## config.mk

```make
export PLATFORM = sky130hd
export DESIGN_NAME = text_fetch_seq_flat
export DESIGN_NICKNAME = d
export VERILOG_FILES = /design/src/rtl/text_fetch_seq_pkg.sv /design/src/rtl/text_fetch_seq_if.sv /design/src/rtl/text_fetch_seq.sv /design/src/flat_wrapper.sv
export SDC_FILE = /design/constraint.sdc
export NUM_CORES = 1
export LEC_CHECK = 0
export CAP_MARGIN = 20
export CORE_AREA = 2 2 84 86
export CTS_CLUSTER_DIAMETER = 60
export DETAILED_ROUTE_END_ITERATION = 10
export DIE_AREA = 0 0 86 88
export PLACE_DENSITY = 0.79
export REMOVE_ABC_BUFFERS = 1
export SLEW_MARGIN = 10
export SYNTH_ARGS = -nofsm -noshare
export SYNTH_HDL_FRONTEND = slang
export SYNTH_SLANG_ARGS = --single-unit
```

## constraint.sdc

```tcl
create_clock -name cp -period 2.8 [get_ports cp]
set_clock_uncertainty 0.15 [all_clocks]
set_input_delay 0.84 -clock cp [delete_from_list [all_inputs] [get_ports cp]]
set_output_delay 0.84 -clock cp [all_outputs]
set_load 0.02 [all_outputs]
```

## src/rtl/text_fetch_seq_pkg.sv

```systemverilog
// Shared definitions for the text-mode fetch sequencer: FSM encoding, the
// per-cell phase schedule and the debug view of the sequencer state.
package text_fetch_seq_pkg;

    typedef enum logic [1:0] {
        ST_IDLE  = 2'd0,
        ST_FETCH = 2'd1,
        ST_DRAIN = 2'd2
    } state_e;

    // Fixed read latency of video memory, counted in pixel ticks.
    localparam int MEM_LATENCY = 2;

    // Per-cell schedule: each capture sits MEM_LATENCY phases after its address.
    localparam logic [2:0] PH_CHAR_ADDR = 3'd0;
    localparam logic [2:0] PH_CHAR_CAP  = 3'(PH_CHAR_ADDR + MEM_LATENCY);
    localparam logic [2:0] PH_FONT_ADDR = 3'(PH_CHAR_CAP + 1);
    localparam logic [2:0] PH_FONT_CAP  = 3'(PH_FONT_ADDR + MEM_LATENCY);
    localparam logic [2:0] PH_LOAD      = 3'd7;

    typedef struct packed {
        state_e     state;
        logic [2:0] phase;
        logic [7:0] col;
    } dbg_t;

    // Offset of a font row inside the font region: 8 rows per glyph.
    function automatic logic [10:0] font_offset(input logic [7:0] code,
                                                input logic [2:0] row);
        return {code, row};
    endfunction

endpackage

```

## src/rtl/text_fetch_seq_if.sv

```systemverilog
// Video-memory read port plus the parallel-load side of the pixel shifter.
// Protocol: no valid/ready. A read address held at phase p returns data that
// is valid at phase p+MEM_LATENCY; the shifter loads sr_d on any cp edge where
// sr_ce_n and sr_pe_n are both low, and shifts on edges where only sr_ce_n is low.
interface text_fetch_seq_if #(
    parameter int ADDR_W = 14
);
    logic [ADDR_W-1:0] mem_addr;
    logic [15:0]       mem_rdata;
    logic [7:0]        sr_d;
    logic              sr_pe_n;
    logic              sr_ce_n;
    logic [7:0]        attr;

    modport master (
        output mem_addr,
        input  mem_rdata,
        output sr_d,
        output sr_pe_n,
        output sr_ce_n,
        output attr
    );

    modport slave (
        input  mem_addr,
        output mem_rdata,
        input  sr_d,
        input  sr_pe_n,
        input  sr_ce_n,
        input  attr
    );
endinterface

```

## src/rtl/text_fetch_seq.sv

```systemverilog
// Text-mode fetch sequencer: char/attr read, font-row read, shifter load per cell.
// Define TEXT_FETCH_ATTR_EN to capture attributes; otherwise attr is tied low.
module text_fetch_seq
    import text_fetch_seq_pkg::*;
#(
    parameter int                COLUMNS   = 40,
    parameter int                ADDR_W    = 14,
    parameter logic [ADDR_W-1:0] FONT_BASE = ADDR_W'('h3800)
) (
    input  logic              cp,
    input  logic              mr_n,
    input  logic              pix_en,
    input  logic              line_start,
    input  logic [ADDR_W-1:0] row_base,
    input  logic [2:0]        font_row,
    text_fetch_seq_if.master  bus,
    output logic              busy,
    output dbg_t              dbg
);

    localparam logic [7:0] LAST_COL = 8'(COLUMNS - 1);

    state_e            state, state_n;
    logic [2:0]        phase, phase_n;
    logic [7:0]        col, col_n;
    logic [ADDR_W-1:0] base_q, base_n;
    logic [ADDR_W-1:0] addr_q, addr_n;
    logic [2:0]        row_q, row_n;
    logic [7:0]        font_pend, font_n;
    logic              restart;
    logic              load_slot;

    assign restart = pix_en & line_start;

    // A restart on the phase-7 tick suppresses the load of the aborted cell.
    assign load_slot = (state != ST_IDLE) && (phase == PH_LOAD) && !restart;

    always_ff @(posedge cp or negedge mr_n) begin
        if (!mr_n) begin
            state     <= ST_IDLE;
            phase     <= '0;
            col       <= '0;
            base_q    <= '0;
            addr_q    <= '0;
            row_q     <= '0;
            font_pend <= '0;
        end else begin
            state     <= state_n;
            phase     <= phase_n;
            col       <= col_n;
            base_q    <= base_n;
            addr_q    <= addr_n;
            row_q     <= row_n;
            font_pend <= font_n;
        end
    end

    always_comb begin
        state_n = state;
        phase_n = phase;
        col_n   = col;
        base_n  = base_q;
        addr_n  = addr_q;
        row_n   = row_q;
        font_n  = font_pend;
        if (restart) begin
            state_n = ST_FETCH;
            phase_n = PH_CHAR_ADDR;
            col_n   = '0;
            base_n  = row_base;
            row_n   = font_row;
            addr_n  = row_base;
            font_n  = '0;
        end else if (pix_en) begin
            unique case (state)
                ST_IDLE: ;
                ST_FETCH: begin
                    phase_n = phase + 3'd1;
                    case (phase)
                        PH_CHAR_CAP:
                            addr_n = FONT_BASE
                                   + ADDR_W'(font_offset(bus.mem_rdata[7:0], row_q));
                        PH_FONT_CAP:
                            font_n = bus.mem_rdata[7:0];
                        PH_LOAD: begin
                            col_n = col + 8'd1;
                            if (col == LAST_COL) begin
                                state_n = ST_DRAIN;
                            end else begin
                                addr_n = base_q + ADDR_W'(col + 8'd1);
                            end
                        end
                        default: ;
                    endcase
                end
                ST_DRAIN: begin
                    phase_n = phase + 3'd1;
                    if (phase == PH_LOAD) begin
                        state_n = ST_IDLE;
                        col_n   = '0;
                    end
                end
                default: state_n = ST_IDLE;
            endcase
        end
    end

    // The drain slot loads zero so the shifter blanks after the last cell.
    assign bus.sr_d     = (load_slot && state == ST_FETCH) ? font_pend : 8'h00;
    assign bus.sr_pe_n  = ~load_slot;
    assign bus.sr_ce_n  = ~pix_en;
    assign bus.mem_addr = addr_q;
    assign busy         = (state != ST_IDLE);

    assign dbg.state = state;
    assign dbg.phase = phase;
    assign dbg.col   = col;

`ifdef TEXT_FETCH_ATTR_EN
    logic [7:0] attr_pend, attr_pend_n;
    logic [7:0] attr_q, attr_n;

    always_ff @(posedge cp or negedge mr_n) begin
        if (!mr_n) begin
            attr_pend <= '0;
            attr_q    <= '0;
        end else begin
            attr_pend <= attr_pend_n;
            attr_q    <= attr_n;
        end
    end

    // attr changes on the same edge the shifter loads, keeping it pixel-aligned.
    always_comb begin
        attr_pend_n = attr_pend;
        attr_n      = attr_q;
        if (restart) begin
            attr_pend_n = '0;
        end else if (pix_en) begin
            if (state == ST_FETCH && phase == PH_CHAR_CAP) begin
                attr_pend_n = bus.mem_rdata[15:8];
            end
            if (load_slot) begin
                attr_n = (state == ST_FETCH) ? attr_pend : 8'h00;
            end
        end
    end

    assign bus.attr = attr_q;
`else
    logic unused_attr_bits;
    assign unused_attr_bits = ^bus.mem_rdata[15:8];
    assign bus.attr = 8'h00;
`endif

endmodule

```

## src/flat_wrapper.sv

```systemverilog
// flat-port wrapper written by rule: the top's interface ports become plain ports
module text_fetch_seq_flat import text_fetch_seq_pkg::*;
#(
    parameter int                COLUMNS   = 40,
    parameter int                ADDR_W    = 14,
    parameter logic [ADDR_W-1:0] FONT_BASE = ADDR_W'('h3800)
)
  (cp, mr_n, pix_en, line_start, row_base, font_row, busy, dbg, bus_mem_addr, bus_mem_rdata, bus_sr_d, bus_sr_pe_n, bus_sr_ce_n, bus_attr);
  text_fetch_seq_if #(.ADDR_W(ADDR_W)) bus_i ();
  input  logic cp;
  input  logic mr_n;
  input  logic pix_en;
  input  logic line_start;
  input  logic [ADDR_W-1:0] row_base;
  input  logic [2:0] font_row;
  output logic busy;
  output dbg_t dbg;
  output wire logic [$bits(bus_i.mem_addr)-1:0] bus_mem_addr;
  input wire logic [$bits(bus_i.mem_rdata)-1:0] bus_mem_rdata;
  output wire logic [$bits(bus_i.sr_d)-1:0] bus_sr_d;
  output wire logic [$bits(bus_i.sr_pe_n)-1:0] bus_sr_pe_n;
  output wire logic [$bits(bus_i.sr_ce_n)-1:0] bus_sr_ce_n;
  output wire logic [$bits(bus_i.attr)-1:0] bus_attr;
  assign bus_mem_addr = bus_i.mem_addr;
  assign bus_i.mem_rdata = bus_mem_rdata;
  assign bus_sr_d = bus_i.sr_d;
  assign bus_sr_pe_n = bus_i.sr_pe_n;
  assign bus_sr_ce_n = bus_i.sr_ce_n;
  assign bus_attr = bus_i.attr;
  text_fetch_seq #(.COLUMNS(COLUMNS), .ADDR_W(ADDR_W), .FONT_BASE(FONT_BASE)) u_core (.cp(cp), .mr_n(mr_n), .pix_en(pix_en), .line_start(line_start), .row_base(row_base), .font_row(font_row), .bus(bus_i), .busy(busy), .dbg(dbg));
endmodule
```

# --- Word-level counts from Yosys, hierarchy flattened ---
# Index checks and enable logic that the tools add are counted.
totals:
  ff_bits: 52
  out_inout_bits: 46
classes:
  add_sub_neg: 5
  n_eq_ne: 11
  muxes: 24
  bitwise_logic: 3
  n_reduce_logical: 18
op_table:
  columns: ["op", "count"]
  rows:
  - ["$mux 8", 9]
  - ["$mux 14", 4]
  - ["$pmux 14 s2", 1]
  - ["$pmux 8 s2", 1]
  - ["$add 14x14->14", 1]
  - ["$add 12x12->13 const A", 1]
  - ["$mux 2", 5]
  - ["$reduce_bool 2->1", 5]
  - ["$add 8x1->9 const B", 1]
  - ["$mux 3", 3]
  - ["$ne 3x1->1 const B", 3]
  - ["$add 8x1->8 const B", 1]
  - ["$eq 8x6->1 const B", 1]
  - ["$reduce_and 4->1", 2]
  - ["$eq 3x3->1 const B", 2]
  - ["$pmux 2 s3", 1]
  - ["$reduce_bool 3->1", 2]
  - ["$reduce_and 5->1", 1]
  - ["$add 3x1->3 const B", 1]
  - ["$eq 3x2->1 const B", 1]
  - ["$logic_and 1x1->1", 3]
  - ["$ne 3x2->1 const B", 1]
  - ["$reduce_and 3->1", 1]
  - ["$eq 2x1->1 const B", 1]
  - ["8 further kinds", 9]

# --- Depth between registers and ports, before layout ---
# Gate-level depths: netlist of the first run.
depth:
  word_depth: 7
  ltp_mapped: 11
  depth_no_buf: 10

# --- Least setup slack after synthesis of the first run ---
# No wires, ideal clock.
synth_path:
  path_kind: "in2out"
  start: "input port line_start"
  end: "output port bus_sr_d[0]"
  arrival_ps: 1895
  t_required_ps: 1810
  setup_slack_ps: -85
  path_stages: 5
  path_buffers: 1
  cell_sequence: "clkbuf_1 > nand2_2 > nand3_1 > nor2_1 > and2_1"
synth_between:
  elab_chain_len: 5
synth_rtl:
  columns: ["element", "line", "text"]
  rows:
  - ["from (decl)", "flat_wrapper.sv:13", "input logic line_start;"]
  - ["$and 1x1->1", "text_fetch_seq.sv:33", "assign restart = pix_en & line_start;"]
  - ["$logic_not 1->1", "text_fetch_seq.sv:36", "assign load_slot = (state != ST_IDLE) && (phase == PH_LOAD) && !restart;"]
  - ["$logic_and 1x1->1", "text_fetch_seq.sv:36", null]
  - ["$logic_and 1x1->1", "text_fetch_seq.sv:109", "assign bus.sr_d = (load_slot && state == ST_FETCH) ? font_pend : 8'h00;"]
  - ["$mux 8", "text_fetch_seq.sv:109", null]
  - ["to (decl)", "flat_wrapper.sv:20", "output wire logic [$bits(bus_i.sr_d)-1:0] bus_sr_d;"]
# No other way between the ends.

# --- Worst setup path in the final report of the first run ---
layout_path:
  start: "register u_core.col[1]"
  end: "register u_core.addr_q[12], in the netlist u_core.bus.mem_addr[12]"
layout_between:
  elab_chain_len: 7
  elab_cells_between_ends: 10
  cone_classes: "2 x add/sub; 2 x eq/ne; 5 x mux; 1 x reduce/logical"
layout_rtl:
  columns: ["element", "line", "text"]
  rows:
  - ["from (decl)", "text_fetch_seq.sv:25", "logic [7:0] col, col_n;"]
  - ["from (signal assigned)", "text_fetch_seq.sv:50", "col <= col_n;"]
  - ["$add 8x1->9", "text_fetch_seq.sv:90", "addr_n = base_q + ADDR_W'(col + 8'd1);"]
  - ["$add 14x14->14", "text_fetch_seq.sv:90", null]
  - ["$mux 14", "text_fetch_seq.sv:87", "if (col == LAST_COL) begin"]
  - ["$pmux 14 s2", "text_fetch_seq.sv:79", "case (phase)"]
  - ["$mux 14", "text_fetch_seq.sv:75", "unique case (state)"]
  - ["$mux 14", "text_fetch_seq.sv:74", "end else if (pix_en) begin"]
  - ["$mux 14", "text_fetch_seq.sv:66", "if (restart) begin"]
  - ["to (signal assigned)", "text_fetch_seq.sv:52", "addr_q <= addr_n;"]
  - ["to (decl)", "text_fetch_seq.sv:27", "logic [ADDR_W-1:0] addr_q, addr_n;"]
# Parallel ways exist; a longest one is shown, timed or not. The select of a mux whose other input is x is not followed.
# A chain may end at the register's enable or synchronous reset.

==> results of run 1 <==
final cells by class:
type / instances / area [µm²] / share of cell area, %
timing repair buffer: 111 / 991 / 22.4
clock inverter: 3 / 27.5 / 0.623
sequential: 52 / 1300 / 29.5
inverter: 14 / 52.6 / 1.19
tap: 80 / 100 / 2.27
clock buffer: 5 / 68.8 / 1.56
multi-input combinational: 292 / 1870 / 42.4
worst min-delay path by stage:
stage                                from               end  slack [ns]  depth (start not counted)
after floorplan           u_core.row_q[0]   u_core.row_q[0]        0.29                          2
after global placement    u_core.row_q[1]   u_core.row_q[1]        0.31                          2
after detailed placement  u_core.row_q[0]   u_core.row_q[0]        0.31                          2
after CTS                 u_core.row_q[0]   u_core.row_q[0]        0.34                          2
after global routing                 mr_n  u_core.base_q[0]        0.37                          1
final                                mr_n  u_core.base_q[0]        0.33                          1
layout by cell type, fill, tap and decap left out, drive strengths merged, types with 5 or more instances in the layout:
master,synthesis,final
inv,14,15
nand2,89,89
or3,5,5
a31oi,6,6
clkbuf,7,5
o211ai,5,5
nor2,20,20
nor3,6,6
o31ai,5,5
buf,14,54
mux2i,5,5
dfrtp,52,52
nand3,7,7
and2,10,10
ha,18,18
a21oi,26,26
clkdlybuf4s50,0,53
o21ai,23,23
xnor2,9,9
conb,1,8
flip-flops by register name, summed over array words and instances, names as in the netlist:
signal	flops
u_core.base_q	14
u_core.bus.mem_addr	14
u_core.col	8
u_core.font_pend	8
u_core.phase	3
u_core.row_q	3
u_core.state	2
cell families (layout without fill, tap and decap cells):
kind of cell             after synthesis  count (layout)
AND/OR/NAND/NOR                      155             155
AO/OA/AOI/OAI                         91              91
flip-flops                            52              52
buffers and inverters                 35             133
adder cells (fa/ha/maj)               19              19
XOR/XNOR                              13              13
multiplexers                           6               6
other                                  1               8
routing by layer:
metal / up-vias / share of wire [%]
li1: 1476 / -
met1: 1478 / 42
met2: 107 / 51
met3: 12 / 5.7
met4: 0 / 1.3
met5: - / 0
stage by stage:
| stage | total power [mW] | instances |
|---|---|---|
| after global routing | 2.80 | 557 |
| after global placement | 2.01 | 539 |
| final | 2.64 | 557 |
| after detailed placement | 2.04 | 539 |
| after floorplan | 1.58 | 358 |
| after CTS | 2.53 | 551 |
critical path: stages (launching register included):
cell and delay [ns]:
dfrtp_1 0.42, ha_2 0.23, buf_6 0.12, nand3_4 0.10, xnor2_4 0.16, ha_4 0.28, o211ai_1 0.10, o211ai_1 0.28
a31oi_2 0.18, or4_1 0.45, and3_1 0.18
report_power, final:
| group | internal (mW) | leakage (nW) | total, mW | switching (mW) |
|---|---|---|---|---|
| clock network | 0.184 | 0.0463 | 0.463 | 0.279 |
| registers | 0.873 | 0.660 | 0.966 | 0.0937 |
| logic | 0.592 | 1.31 | 1.21 | 0.622 |
what timing repair did:
item / CTS / global route
resized for setup: 41 / 28
setup endpoints to repair: 13 / 13
pin swaps: 2 / 14
hold buffers: 0 / 0
setup buffers: 4 / 6
==> run metrics, run 1 <==
status=complete, no violations; DP HPWL=6090 µm; Crit. Startpoint=u_core.col[1]; Tot GR Track Use=between 20 and 25%; chip height=~90 µm; most frequent cells after synthesis=nand2_1, dfrtp_1, a21oi_1; Floorplan Core Area=6640 µm²; final core utilization=66.5%; Synth Cell Area=between 3000 and 4000 µm²; Synth warnings=0; row count=30; total CTS buffers=5; LEAKAGE=approximately 2.0 nW; vias in the first global route=slightly below 3,000; worst slack, placed=-0.651 ns; power per cell area=roughly 600 nW/µm²; Worst Setup EP=u_core.bus.mem_addr[12]; placer congestion estimate=between 0.8 and 0.9; initial antenna violation count=0; mux contribution to synthesized area=between 1.5 and 2%; Synth top area share=41.0%; # port buffers=66; first-pass GRT wire length=13,600 µm; top post-synthesis cells by area=dfrtp_1, nand2_1, ha_1, a21oi_1, o21ai_0; Crit Path Max Fanout=4; largest net degree at the start of global routing=32; synth unique cells=49; Area Overhead vs Synth=39.2%; Clock transition at path regs=0.11 ns; clk sinks=52; post-route ant nets=0; Antenna Cells=0; Max clock buf depth=2; placed cell area=between 4000 and 5000 µm²; post-route setup slack=roughly 0.06 ns; GRT Residual Overflow=0; Async SR Flop Fraction=100%; Synth Area in Adders=slightly below 8%; DR WL/cell=15.4 µm; min cycle time layout=2.74 ns; compound-gate portion of the synthesized area=between 15 and 20%; layout cell share with drive strength beyond 1=between 10% and 20%; area leader, netlist=dfrtp_1; busiest grt layer=met2; # H-tree levels=2; EDFF count, synth=0; most frequently used flop master after synthesis=dfrtp_1; WL final=between 8000 and 9000 µm; Hold WC Path Type=input pin to asynchronous set/reset pin; final count of hold timing violations=0; final instance area=4420 µm²; Vias/cell=about 5.5; Initial Util=47.8%; startpoint types=flop; GR Util met2=about two fifths; crit path DAT=around 2.8 ns; crit end category=flop; Peak VDD IR=0.000412 V; Die ar.=approximately 7600 µm²; total negative setup slack=0 ns; Syn Inst Count=roughly 370; Max Clock Freq=365 MHz; Max-slew headroom=between 60% and 70%; Worst-Skew Late Latency=roughly 0.32 ns; R2R setup slack=0.06 ns; DR pass1 iterations=5; Setup CP Type=flop to flop; RSZ-0062 raised after global routing=yes; DRC viols=0; Max Cap Viol=0; final hold slack=approximately 0.33 ns; Tightest Pin Transition=approximately 0.55 ns; worst endpoint required time=2.87 ns; count of pins over their slew limit=0; reg-to-reg endpoint=u_core.bus.mem_addr[12]; combinational family with the most area after synthesis=simple AND/OR/NAND/NOR gates; post-synthesis sequential area ratio=41.0%; nets@finish=532; die width=about 86 µm; syn avg cell area=~8.5 µm²; Worst Reg-to-Reg Cells=10; Setup-failing EPs final=0; most numerous cell in the Yosys netlist=nand2_1; post-synthesis register bit count=52; worst r2r src=u_core.col[1]; met3 usage=approximately 4.5%; DR iter-0 viols=approximately 180; CTS tree=yes; Synth Area in XOR/XNOR=under 10%; Post-Synth Simple-Gate Area=around 22%; CTS root buf=clkbuf_8; fill cell count=524; I/O Pins=83; met1 Track Usage GR=~28%; final period utilization=a little over nine tenths; vias=~3,100
No activity file was read; power rests on OpenSTA's default activity.
==> run 2: changes to the inputs <==
--- a/config.mk
+++ b/config.mk
@@ -12,6 +12,7 @@
 export DIE_AREA = 0 0 86 88
 export PLACE_DENSITY = 0.79
 export REMOVE_ABC_BUFFERS = 1
+export SETUP_SLACK_MARGIN = 0.05
 export SLEW_MARGIN = 10
 export SYNTH_ARGS = -nofsm -noshare
 export SYNTH_HDL_FRONTEND = slang
==> run metrics, run 2 (synthesis gave the netlist of run 1 again) <==
Worst-Skew Late Latency=0.32 ns; total negative setup slack=-0.0215 ns; wl on met1=3730 µm; CTS root buf=clkbuf_8; chip height=88 µm; layout cell share with drive strength beyond 1=between 20% and 30%; Tot GR Track Use=around 22%; LEAKAGE=roughly 2.1 nW; initial antenna violation count=0; clock power share=between 10% and 20%; DRC viols=0; Final Non-Filler Cells=~560; Max Clock Freq=roughly 350 MHz; final count of hold timing violations=0; post-route ant nets=0; Peak VDD IR=0.000432 V; I/O Pins=83; Floorplan Core Area=6640 µm²; multi-input logic area=1960 µm²; clk sinks=52; Tightest Pin Transition=approximately 0.55 ns; crit path DAT=slightly below 3 ns; WL final=~9300 µm; Max Cap Viol=0; # port buffers=66; commonest non-fill, non-tap cell in the layout=nand2_1; Max clock buf depth=2; post-route setup slack=-0.0215 ns; DR top layer=met4; worst endpoint required time=2.88 ns; Area Overhead vs Synth=44.2%; startpoint types=flop; largest net degree at the start of global routing=32; count of pins over their slew limit=0; final period utilization=101%; sequential power share=a little over a third; Crit Path Max Fanout=4; Vias/cell=between 5 and 6; status=finished with violations; Worst Reg-to-Reg Cells=10; die width=roughly 86 µm; Sw Pwr=~1.0 mW; cts hold-fix bufs=0; Clock transition at path regs=approximately 0.11 ns; Reg area=roughly 1300 µm²; Setup-failing EPs final=1; power per cell area=597 nW/µm²; Antenna Cells=0; CTS tree=yes; DR iter-0 viols=180; Die ar.=about 7600 µm²; vias=between 3,000 and 4,000; DP HPWL=about 6100 µm; DR pass1 iterations=5; Pint=1.69 mW; Max-slew headroom=between 60% and 70%; min cycle time layout=2.82 ns; GRT Residual Overflow=0; total CTS buffers=5; failing checks=setup timing; number of cells after detailed placement=about 540; # H-tree levels=2; met3 routed WL=552 µm; metal2 WL=4830 µm; vias in the first global route=2,991; Initial Util=between 40% and 50%; Hold WC Path Type=input pin to asynchronous set/reset pin; most frequent cells in the layout=nand2_1, clkdlybuf4s50_1, dfrtp_1; fill cell count=~520; Switching Share=roughly two fifths; nets@finish=~540; first-pass GRT wire length=~14,000 µm; crit end category=flop; RSZ-0062 raised after global routing=yes; placer congestion estimate=roughly 0.85; combinational fraction of design power=47.3%; row count=30; Setup CP Type=flop to flop; DR WL/cell=between 15 and 20 µm; final hold slack=0.329 ns
run 2: changes by cell type in the layout (fill, tap and decap cells not counted), sizes merged:
cell	previous run	this run
buf	54	58
run 2: path summary, 6_finish.rpt:
| path | startpoint | to | slack [ns] |
|---|---|---|---|
| worst max-delay path | u_core.col[0] | u_core.bus.mem_addr[12] | -0.02 |
| worst min-delay path | mr_n | u_core.base_q[0] | 0.33 |
| worst max register to register | u_core.col[0] | u_core.bus.mem_addr[12] | -0.02 |
| worst min register to register | u_core.row_q[2] | u_core.row_q[2] | 0.33 |
| max in group asynchronous | mr_n | u_core.font_pend[0] | 1.62 |
| min in group cp | u_core.row_q[2] | u_core.row_q[2] | 0.33 |
run 2: stage by stage:
step / instance area, µm² / util [%] / power [mW] / setup slack (ns)
6_report: 4580 / 68.9 / 2.73 / -0.0215
5_1_grt: 4580 / 68.9 / 2.88 / -0.0840
4_1_cts: 4300 / 64.7 / 2.54 / 0.0216
3_5_place_dp: 4120 / 62.0 / 2.04 / -0.651
3_3_place_gp: 4120 / 62.0 / 2.01 / -0.606
2_1_floorplan: 3070 / - / 1.58 / -0.363
run 2: power groups by stage:
stage | Sequential (mW) | Clock [mW] | Combinational (mW)
after global placement | 0.964 | 0 | 1.05
final | 0.975 | 0.466 | 1.29
after CTS | 0.957 | 0.474 | 1.11
after global routing | 0.986 | 0.493 | 1.41
after floorplan | 1.09 | 0 | 0.488
after detailed placement | 0.972 | 0 | 1.07
run 2: area by class of cell:
class                           count  area share (%)
Timing Repair Buffer              115            23.2
Sequential cell                    52            28.4
Inverter                           14            1.15
Multi-Input combinational cell    292            42.9
Tap cell                           80            2.19
Clock inverter                      3           0.601
Clock buffer                        5            1.50
run 2: per-layer routing:
| metal | global-route usage (%) | vias up |
|---|---|---|
| met5 | 0 | - |
| met4 | 6.06 | 0 |
| met3 | 4.52 | 24 |
| met1 | 28.1 | 1504 |
| li1 | - | 1482 |
| met2 | 39.7 | 131 |
run 2: critical path, cell delays in order, from the launching register on:
cell and delay (ns):
dfrtp_1 0.44, ha_2 0.23, buf_6 0.12, nand3_4 0.10
xnor2_4 0.16, ha_4 0.28, o211ai_1 0.13, o211ai_1 0.29
a31oi_2 0.18, or4_1 0.45, and3_1 0.18
run 2: what timing repair did:
| action | 4_1_cts | 5_1_grt |
|---|---|---|
| setup endpoints to repair | 13 | 15 |
| setup buffers | 5 | 9 |
| resized for setup | 64 | 36 |
| pin swaps | 6 | 21 |
| cloned | 0 | 0 |
